**src/rtl/tdm_demultiplexer.sv**
```systemverilog
// Receive side of the time-multiplexed data bus: re-aligns on FrameStart and publishes whole frames.
// Optional per-beat even-parity checking is enabled by defining PARITY_CHECK_EN.
//
// state   | meaning
// HUNT    | waiting for a beat carrying FrameStart (channel 0)
// COLLECT | filling channel slots 1..NUM_CH-1 of the current frame
module tdm_demultiplexer #(
  parameter int DATA_WIDTH = 4,
  parameter int NUM_CH     = 4,
  parameter int SLOT_W     = $clog2(NUM_CH)
) (
  input  logic                           Clock,
  input  logic                           nReset,
  input  logic [DATA_WIDTH-1:0]          DataIn,
  input  logic                           DataValid,
  input  logic                           FrameStart,
  input  logic                           ParityIn,
  output logic [NUM_CH*DATA_WIDTH-1:0]   DataOut,
  output logic                           FrameValid,
  output logic                           FrameError,
  output logic                           ParityError,
  output logic [SLOT_W-1:0]              Slot
);

  localparam logic [SLOT_W-1:0] LAST_SLOT = SLOT_W'(NUM_CH - 1);
  localparam logic [SLOT_W-1:0] ONE_SLOT  = SLOT_W'(1);

  typedef enum logic {
    HUNT    = 1'b0,
    COLLECT = 1'b1
  } state_t;

  state_t                               state, state_nxt;
  logic [SLOT_W-1:0]                    slot_q, slot_nxt;
  logic [NUM_CH-2:0][DATA_WIDTH-1:0]    shadow_q, shadow_nxt;
  logic [NUM_CH*DATA_WIDTH-1:0]         data_q, data_nxt;
  logic                                 fv_q, fv_nxt;
  logic                                 fe_q, fe_nxt;

`ifdef PARITY_CHECK_EN
  logic pe_q, pe_nxt;
  logic bad_q, bad_nxt;
  logic beat_bad;

  assign beat_bad = (ParityIn != ^DataIn);
`else
  logic unused_parity;

  assign unused_parity = ParityIn;
`endif

  always_ff @(posedge Clock or negedge nReset) begin
    if (!nReset) begin
      state    <= HUNT;
      slot_q   <= '0;
      shadow_q <= '0;
      data_q   <= '0;
      fv_q     <= 1'b0;
      fe_q     <= 1'b0;
`ifdef PARITY_CHECK_EN
      pe_q     <= 1'b0;
      bad_q    <= 1'b0;
`endif
    end else begin
      state    <= state_nxt;
      slot_q   <= slot_nxt;
      shadow_q <= shadow_nxt;
      data_q   <= data_nxt;
      fv_q     <= fv_nxt;
      fe_q     <= fe_nxt;
`ifdef PARITY_CHECK_EN
      pe_q     <= pe_nxt;
      bad_q    <= bad_nxt;
`endif
    end
  end

  always_comb begin
    state_nxt  = state;
    slot_nxt   = slot_q;
    shadow_nxt = shadow_q;
    data_nxt   = data_q;
    fv_nxt     = 1'b0;
    fe_nxt     = 1'b0;
`ifdef PARITY_CHECK_EN
    pe_nxt     = 1'b0;
    bad_nxt    = bad_q;
`endif

    if (DataValid) begin
      case (state)
        HUNT: begin
          if (FrameStart) begin
            shadow_nxt[0] = DataIn;
            slot_nxt      = ONE_SLOT;
            state_nxt     = COLLECT;
`ifdef PARITY_CHECK_EN
            bad_nxt       = beat_bad;
`endif
          end
        end

        COLLECT: begin
          if (FrameStart) begin
            // Short frame: drop the partial frame and restart on this beat as channel 0.
            fe_nxt        = 1'b1;
            shadow_nxt[0] = DataIn;
            slot_nxt      = ONE_SLOT;
`ifdef PARITY_CHECK_EN
            bad_nxt       = beat_bad;
`endif
          end else if (slot_q == LAST_SLOT) begin
            slot_nxt  = '0;
            state_nxt = HUNT;
`ifdef PARITY_CHECK_EN
            bad_nxt   = 1'b0;
            if (bad_q || beat_bad) begin
              pe_nxt = 1'b1;
            end else begin
              fv_nxt   = 1'b1;
              data_nxt = {DataIn, shadow_q};
            end
`else
            fv_nxt    = 1'b1;
            data_nxt  = {DataIn, shadow_q};
`endif
          end else begin
            for (int i = 0; i < NUM_CH - 1; i++) begin
              if (slot_q == SLOT_W'(i)) shadow_nxt[i] = DataIn;
            end
            slot_nxt = slot_q + ONE_SLOT;
`ifdef PARITY_CHECK_EN
            bad_nxt  = bad_q | beat_bad;
`endif
          end
        end

        default: begin
          state_nxt = HUNT;
          slot_nxt  = '0;
        end
      endcase
    end
  end

  assign DataOut    = data_q;
  assign FrameValid = fv_q;
  assign FrameError = fe_q;
  assign Slot       = slot_q;
`ifdef PARITY_CHECK_EN
  assign ParityError = pe_q;
`else
  assign ParityError = 1'b0;
`endif

endmodule
```
**config.mk**
```make
export PLATFORM = sky130hd
export DESIGN_NAME = tdm_demultiplexer
export DESIGN_NICKNAME = d
export VERILOG_FILES = /design/src/rtl/tdm_demultiplexer.sv
export SDC_FILE = /design/constraint.sdc
export NUM_CORES = 1
export LEC_CHECK = 0
export ABC_CLOCK_PERIOD_IN_PS = 1400
export BUFFER_PORTS_ARGS = -buffer_cell sky130_fd_sc_hd__clkbuf_2
export CAP_MARGIN = 20
export CORE_MARGIN = 4
export CORE_UTILIZATION = 47
export DETAILED_ROUTE_END_ITERATION = 8
export PLACE_DENSITY = 0.73
export SLEW_MARGIN = 20
export SYNTH_ARGS = -nofsm -noshare
export SYNTH_HDL_FRONTEND = slang
export SYNTH_SLANG_ARGS = --single-unit
```
**constraint.sdc**
```tcl
create_clock -name Clock -period 1.4 [get_ports Clock]
set_input_delay 0.14 -clock Clock [delete_from_list [all_inputs] [get_ports Clock]]
set_output_delay 0.14 -clock Clock [all_outputs]
set_load 0.02 [all_outputs]
```
-- Yosys cells after proc, flatten, opt, wreduce, memory -nomap -nowiden
Cells that the tools add are included.
- add/subtract/negate cells: 1
- equal/unequal tests: 6
- mux-type cells: 19
- bitwise logic cells: 3
- reduce and logical (&&, ||, !) cells: 6
- operators by type and width (kind ; number):
    4-bit two-way mux ; 4
    5-bit AND reduction ; 2
    1-bit two-way mux ; 9
    4-bit case mux with 2 select lines ; 1
    4-bit AND reduction ; 2
    2-bit two-way mux ; 3
    2-bit equality test (second input constant) ; 2
    2-bit case mux with 2 select lines ; 1
    3-bit by 2-bit != test with 1-bit output (second input constant) ; 1
    3-bit != test (second input constant) ; 1
    1-bit inverter ; 3
    2-bit by 1-bit adder with 2-bit output (second input constant) ; 1
    2-bit by 1-bit equality test with 1-bit output (second input constant) ; 1
    2-bit zero test ; 1
    2-bit != test (second input constant) ; 1
    1-bit case mux with 2 select lines ; 1
    2-bit AND reduction ; 1
- register bits: 33
- input bits: 9

-- Logic depth before layout (Yosys ltp)
Gate-level depths: netlist (run 1).
- word-level depth: 5
- depth in mapped cells: 5
- gate-level depth less buffers: 5

-- Least setup slack after synthesis (run 1)
OpenSTA, ideal clock, no wires.
- path kind: register to register
- start point: register slot_q[0] (netlist: Slot[0])
- end point: register data_q[10] (netlist: DataOut[10])
- library setup time: 0.125 ns
- arrival time: 1.456 ns
- required time: 1.275 ns
- path slack: -0.181 ns
- cell stages (with the launch flop): 5
- buffers on the path: 1
- clock period less this slack: 1.581 ns
- cells stage by stage: dfrtp_1 > ha_1 > nand4b_4 > buf_6 > mux2_4
- longest elaborated chain between the ends: 2
- ends and longest elaborated chain (what ; RTL line ; RTL):
    start: declaration ; 34 ; logic [SLOT_W-1:0] slot_q, slot_nxt;
    start signal: assignment ; 66 ; slot_q <= slot_nxt;
    2-bit equality test ; 112 ; end else if (slot_q == LAST_SLOT) begin
    4-bit AND reduction (no source line) ; - ;
    end signal: assignment ; 68 ; data_q <= data_nxt;
    end: declaration ; 36 ; logic [NUM_CH*DATA_WIDTH-1:0] data_q, data_nxt;
No other way between the ends.
A chain may end at the register's enable or synchronous reset.

-- Worst setup path after layout (run 1)
- start point: register slot_q[1] (netlist: Slot[1])
- end point: register shadow_q[0] (netlist name)
- longest elaborated chain between the ends: 3
- elaborated cells on any way between the ends: 5
- those cells by class: eq/ne: 3; reduce/logical: 2
- ends and longest elaborated chain (what ; RTL line ; RTL):
    2-bit equality test / 2-bit zero test (equally long branches) ; 112, 129 ;
    3-bit != test (no source line) / 3-bit by 2-bit != test with 1-bit output (equally long branches) ; - ;
    4-bit AND reduction (no source line) * ; - ;
    end signal: assignment ; 67 ; shadow_q <= shadow_nxt;
    end: declaration ; 35 ; logic [NUM_CH-2:0][DATA_WIDTH-1:0] shadow_q, shadow_nxt;
Every way passes the cells marked *; elsewhere a longest branch is shown, timed or not.

==> results of run 1 <==
-- power by group --
part	internal [uW]	switching (uW)
sequential	1360	259
clock	426	317
combinational	787	722
total	2570	1300
-- logic make-up (layout without fill, tap and decap cells) --
| kind of cell | count (synthesis) | count (layout) |
|---|---|---|
| flops | 33 | 33 |
| mux | 28 | 28 |
| simple gates | 11 | 11 |
| buf+inv | 7 | 46 |
| compound gates | 5 | 5 |
| fa+ha+maj | 4 | 4 |
| other cells | 1 | 1 |
-- through the flow --
stage / hold slack [ns] / instances / TNS [ns] / worst slack [ns] / util (%)
CTS: 0.0596 / 159 / -0.413 / -0.0500 / 62.0
floorplan: -0.156 / 89 / -0.191 / -0.0172 / -
global placement: 0.182 / 149 / -0.00399 / -0.00383 / 58.3
detailed placement: 0.185 / 149 / -0.267 / -0.0384 / 58.3
finish: 0.0829 / 159 / -0.140 / -0.0376 / 63.7
global route: 0.0613 / 159 / -0.326 / -0.0798 / 63.7
-- placed cells by master, fill, tap and decap left out, drive strengths merged --
master / instances
clkbuf: 34
nand3: 2
nand2: 3
a22o: 1
dlygate4sd3: 1
nand4b: 2
nand4: 2
dfrtp: 33
o22ai: 1
mux2: 28
inv: 3
conb: 1
bufinv: 1
and3: 1
nor2: 1
ha: 4
o21a: 2
o22a: 1
buf: 7
-- worst reg2reg max path, cell delays in order (launching register included) --
cell and delay (ns):
dfrtp_2 0.46, ha_4 0.20, nand4b_1 0.22, nand2_4 0.15, mux2_4 0.31
-- cells in the mapped netlist, types with 2 or more instances --
library cell,n,area [um2]
buf_4,2,15.0
buf_6,2,22.5
dfrtp_1,33,826
ha_1,4,50.1
inv_1,3,11.3
mux2_2,19,214
mux2_4,9,135
nand2_1,3,11.3
nand3_1,2,10.0
nand4_2,2,25.0
o21a_1,2,15.0
-- final timing paths --
path | slack [ns] | from | to | depth (start not counted)
max | -0.04 | Slot[1] | shadow_q[0] | 4
min | 0.08 | DataIn[1] | shadow_q[1] | 2
max reg2reg | -0.04 | Slot[1] | shadow_q[0] | 4
min reg2reg | 0.51 | shadow_q[5] | DataOut[5] | 1
max in group asynchronous | 0.73 | nReset | Slot[1] | 3
min in group asynchronous | 0.35 | nReset | DataOut[15] | 3
-- area by class of cell --
cell class | instances | area, um2 | area share [%]
clock buffer | 7 | 55.1 | 3.08
clock inverter | 1 | 30.0 | 1.68
inverter | 3 | 11.3 | 0.630
multi-input combinational | 49 | 601 | 33.6
sequential | 33 | 828 | 46.4
tap | 31 | 38.8 | 2.17
timing repair buffer | 35 | 223 | 12.5
-- state kept, by name, indices dropped and copies added (netlist names) --
| name | cells |
|---|---|
| shadow_q | 12 |
| state | 1 |
| FrameError | 1 |
| FrameValid | 1 |
| Slot | 2 |
| DataOut | 16 |
-- layer usage --
| layer | share of wire, % | vias up | global-route usage (%) |
|---|---|---|---|
| met5 | 0 | - | 0 |
| met4 | 2.4 | 0 | 8.26 |
| met3 | 5.1 | 5 | 5.22 |
| met2 | 47 | 21 | 23.2 |
| met1 | 46 | 401 | 17.2 |
| li1 | - | 388 | - |
-- what timing repair did --
action                                 in CTS  in global routing
gates cloned                                0                  0
gates resized for setup                     0                 11
hold buffers                                1                  0
pin swaps                                   2                  5
endpoints found under the hold margin      33                  0
setup endpoints to repair                  12                 13
setup buffers                               1                  0
==> flow_metrics.tcl, run 1 <==
set metrics [dict create \
    total_power_uw 3870 \
    critPathSlowestCell "dfrtp_2" \
    cts_buffers 5 \
    status "finished, violations left" \
    crit_arrival_ns 1.66 \
    p_per_area_nw_per_um2 2160 \
    max_stage_delay_ns 0.46 \
    critPathLaunchType "flop" \
    syn_area_per_cell_um2 15.8 \
    die_area_um2 3930 \
    irDropWorstVdd_uv 1130 \
    timing.fmax_mhz 696 \
    synth_edf_count 0 \
    crit_path_max_fanout 4 \
    synth_top_family_by_area "multiplexers" \
    final_area_um2 1790 \
    cap_violations 0 \
    final_net_count 140 \
    die_h_um 62.7 \
    num_vias 815 \
    antenna_cells 0 \
    ys_async_sr_fraction_pct 100 \
    post-route-period-util_pct 103 \
    finalSetupViolCount 4 \
    end_kind "flop" \
    syn-cell-area_um2 1410 \
    yosysWarningCount 0 \
    synth.area.mux_share_pct 24.8 \
    core_area_um2 2810 \
    start_util_pct 50.1 \
    clockBufferDepth 2 \
    placed_cell_area_um2 1640 \
    grt_usage_pct 14.6 \
    rows 19 \
    vias_per_cell 5.13 \
    grt_pass1_wl_um 4310 \
    drt_wl_total_um 2450 \
    syn_nets 102 \
    path_clk_slew_ns 0.10 \
    place.gp.congestion 0.744 \
    synth_compound_area_share_pct 2.76 \
    grt_max_degree 34 \
    cp_data_required_time_ns 1.62 \
    hold_violations 0 \
    skew_ns 0.00392 \
    drc 0 \
    clkLatencyLatePin_ns 0.33 \
    post_drt_wl_per_cell_um 15.4 \
    grt_pass1_vias 901 \
    fin_ws_ns -0.0376 \
    hpwl_um 1720 \
    fillers 220 \
    slew_violations 0 \
    cts.sinks 33 \
    final_layout_size_suffix_gt1_share_pct 61.7 \
    synth_xor_area_share_pct 0 \
    io-pin-count 30 \
    crit_type "reg -> reg" \
    grt-ovfl-total 0 \
    violations "setup timing" \
    synth_adder_area_share_pct 3.56 \
    fin_crit_ns 1.44 \
    areaGrowthSynthToFinish_pct 27.2 \
    ys_types 19 \
    crit_buf_inv 0 \
    cts-root-buf "clkbuf_4" \
    crit_family "flip-flops" \
    htreeDepth 2 \
    path_cells "ha_4, nand4b_1, nand2_4, mux2_4" \
    synthFlopType "dfrtp_1" \
    drtAntennaViolNets 0 \
    synth-seq-cells 33 \
    port_buffers 27 \
    synthSimpleGateAreaFrac_pct 6.32 \
    yosysSeqAreaShare_pct 58.8 \
    die_width_um 62.7 \
    hold_class "in -> reg" \
    leakagePower_uw 0.000929 \
    antenna_found_initial 0 \
    cts_tree "built" \
    synthCells 89 \
    rsz0062_at_grt "true" \
    drtPass1Iterations 3 \
    drt-initial-drc-count 26 \
]
Power figures use the tool's default switching activity.
==> inputs of run 2 (changes only) <==
--- a/config.mk
+++ b/config.mk
@@ -12,6 +12,8 @@
 export CORE_UTILIZATION = 47
 export DETAILED_ROUTE_END_ITERATION = 8
 export PLACE_DENSITY = 0.73
+export RECOVER_POWER = 100
+export SKIP_CTS_REPAIR_TIMING = 1
 export SLEW_MARGIN = 20
 export SYNTH_ARGS = -nofsm -noshare
 export SYNTH_HDL_FRONTEND = slang
==> run 2 against run 1 <==
The run still ends with setup timing left. Final area decreased by 0.98%. Largest power group unchanged. Sequential power about the same. Wire length decreased by 0.53%. Final cell count decreased by 0.63%. Setup slack got worse by 0.0085 ns. Via count decreased by 0.74%. Core utilization decreased by 0.62 points.
==> flow_metrics.tcl, run 2 (synthesized netlist as in run 1, its figures left out) <==
set metrics [dict create \
    drtPass1Iterations 4 \
    crit_type "reg -> reg" \
    post_drt_wl_per_cell_um 15.4 \
    grt-ovfl-total 0 \
    skew_ns 0.00377 \
    crit_cells 4 \
    io-pin-count 30 \
    drt_wl_total_um 2440 \
    rrSetupSlack_ns -0.05 \
    max_stage_delay_ns 0.45 \
    rows 19 \
    hold_class "in -> reg" \
    finalSetupViolCount 4 \
    die_area_um2 3930 \
    timing.hold.ws_ns 0.0835 \
    r2r-end "shadow_q[0]" \
    htreeDepth 2 \
    num_vias 809 \
    end_kind "flop" \
    path_clk_slew_ns 0.10 \
    status "finished, violations left" \
    critPathLaunchType "flop" \
    hpwl_um 1720 \
    crit_path_max_fanout 4 \
    drtAntennaViolNets 0 \
    crit_family "flip-flops" \
    place.gp.congestion 0.744 \
    fin_crit_ns 1.45 \
    crit_path_end "shadow_q[0]" \
    clkLatencyLatePin_ns 0.33 \
    cts-root-buf "clkbuf_4" \
    rsz0062_at_grt "true" \
    drt-initial-drc-count 30 \
    final_net_count 139 \
    slew_violations 0 \
    violations "setup timing" \
    cts_buffers 5 \
    core_area_um2 2810 \
    cts_tree "built" \
    die_width_um 62.7 \
    cp_data_required_time_ns 1.62 \
    grt_usage_pct 14.6 \
    layout_common_cells "dfrtp_1, clkbuf_2, mux2_4" \
    crit_buf_inv 0 \
    grt_pass1_wl_um 4280 \
    rr_worst_depth 4 \
    final_common_cell "dfrtp_1" \
    timing.fmax_mhz 692 \
    p_per_area_nw_per_um2 2170 \
    max_slew_margin_pct 47.6 \
    total_power_uw 3840 \
    final_layout_size_suffix_gt1_share_pct 60.6 \
    fin_ws_ns -0.0461 \
    areaGrowthSynthToFinish_pct 25.9 \
    hold_violations 0 \
    tightest_slew_ns 0.786 \
    crit_arrival_ns 1.67 \
    critPathSlowestCell "dfrtp_2" \
    fillers 221 \
    start_util_pct 50.1 \
    hp-start "DataIn[1]" \
    post-route-period-util_pct 103 \
    grt_pass1_vias 893 \
    die_h_um 62.7 \
    startpoint "Slot[1]" \
    clockBufferDepth 2 \
    path_cells "ha_4, nand4b_1, nand2_2, mux2_4" \
    irDropWorstVdd_uv 1130 \
    cap_violations 0 \
    largest_register_ffs 16 \
    antenna_found_initial 0 \
    r2r-start "Slot[1]" \
    port_buffers 27 \
    antenna_cells 0 \
    leakagePower_uw 0.000924 \
    cts.sinks 33 \
    drc 0 \
    grt_max_degree 34 \
    vias_per_cell 5.12 \
]
## run 2: worst register-to-register path: cells and delay by family (launching register included)
family                   cells  cell delay, ns
adder cells (fa/ha/maj)      1            0.20
flip-flops                   1            0.45
multiplexers                 1            0.32
AND/OR/NAND/NOR              2            0.37
## run 2: metal layers
metal | routed length [um] | part of all wire, % | track usage (%)
met1 | 1090 | 44 | 17.1
met2 | 1170 | 48 | 23.0
met3 | 126 | 5.2 | 5.22
met4 | 58 | 2.4 | 8.26
met5 | 0 | 0 | 0
## run 2: layout make-up
type,count,area (um2),area share (%)
Clock buffer,7,55.1,3.11
Tap cell,31,38.8,2.19
Multi-Input combinational cell,49,593,33.5
Clock inverter,1,30.0,1.70
Sequential cell,33,828,46.8
Inverter,3,11.3,0.636
Timing Repair Buffer,34,213,12.0
## run 2: worst min path at each step
stage | endpoint | slack (ns) | cells past startpoint
6_report | shadow_q[1] | 0.08 | 2
5_1_grt | shadow_q[1] | 0.06 | 2
4_1_cts | DataOut[8] | -0.19 | 2
3_5_place_dp | DataOut[15] | 0.18 | 2
3_3_place_gp | DataOut[15] | 0.18 | 2
2_1_floorplan | DataOut[0] | -0.16 | 0
## run 2: report_power, final
group,switching [uW],total [uW],internal [uW]
registers,262,1620,1360
logic,711,1480,768
clock network,315,742,426
total,1290,3840,2550
## run 2: stage by stage
stage	setup WS, ns	utilization [%]	instance area [um2]	TNS [ns]	std cells
floorplan	-0.0172	-	1430	-0.191	89
global placement	-0.00383	58.3	1640	-0.00399	149
detailed placement	-0.0384	58.3	1640	-0.267	149
CTS	-0.0528	61.3	1720	-0.446	157
global route	-0.102	63.1	1770	-0.438	158
finish	-0.0461	63.1	1770	-0.174	158
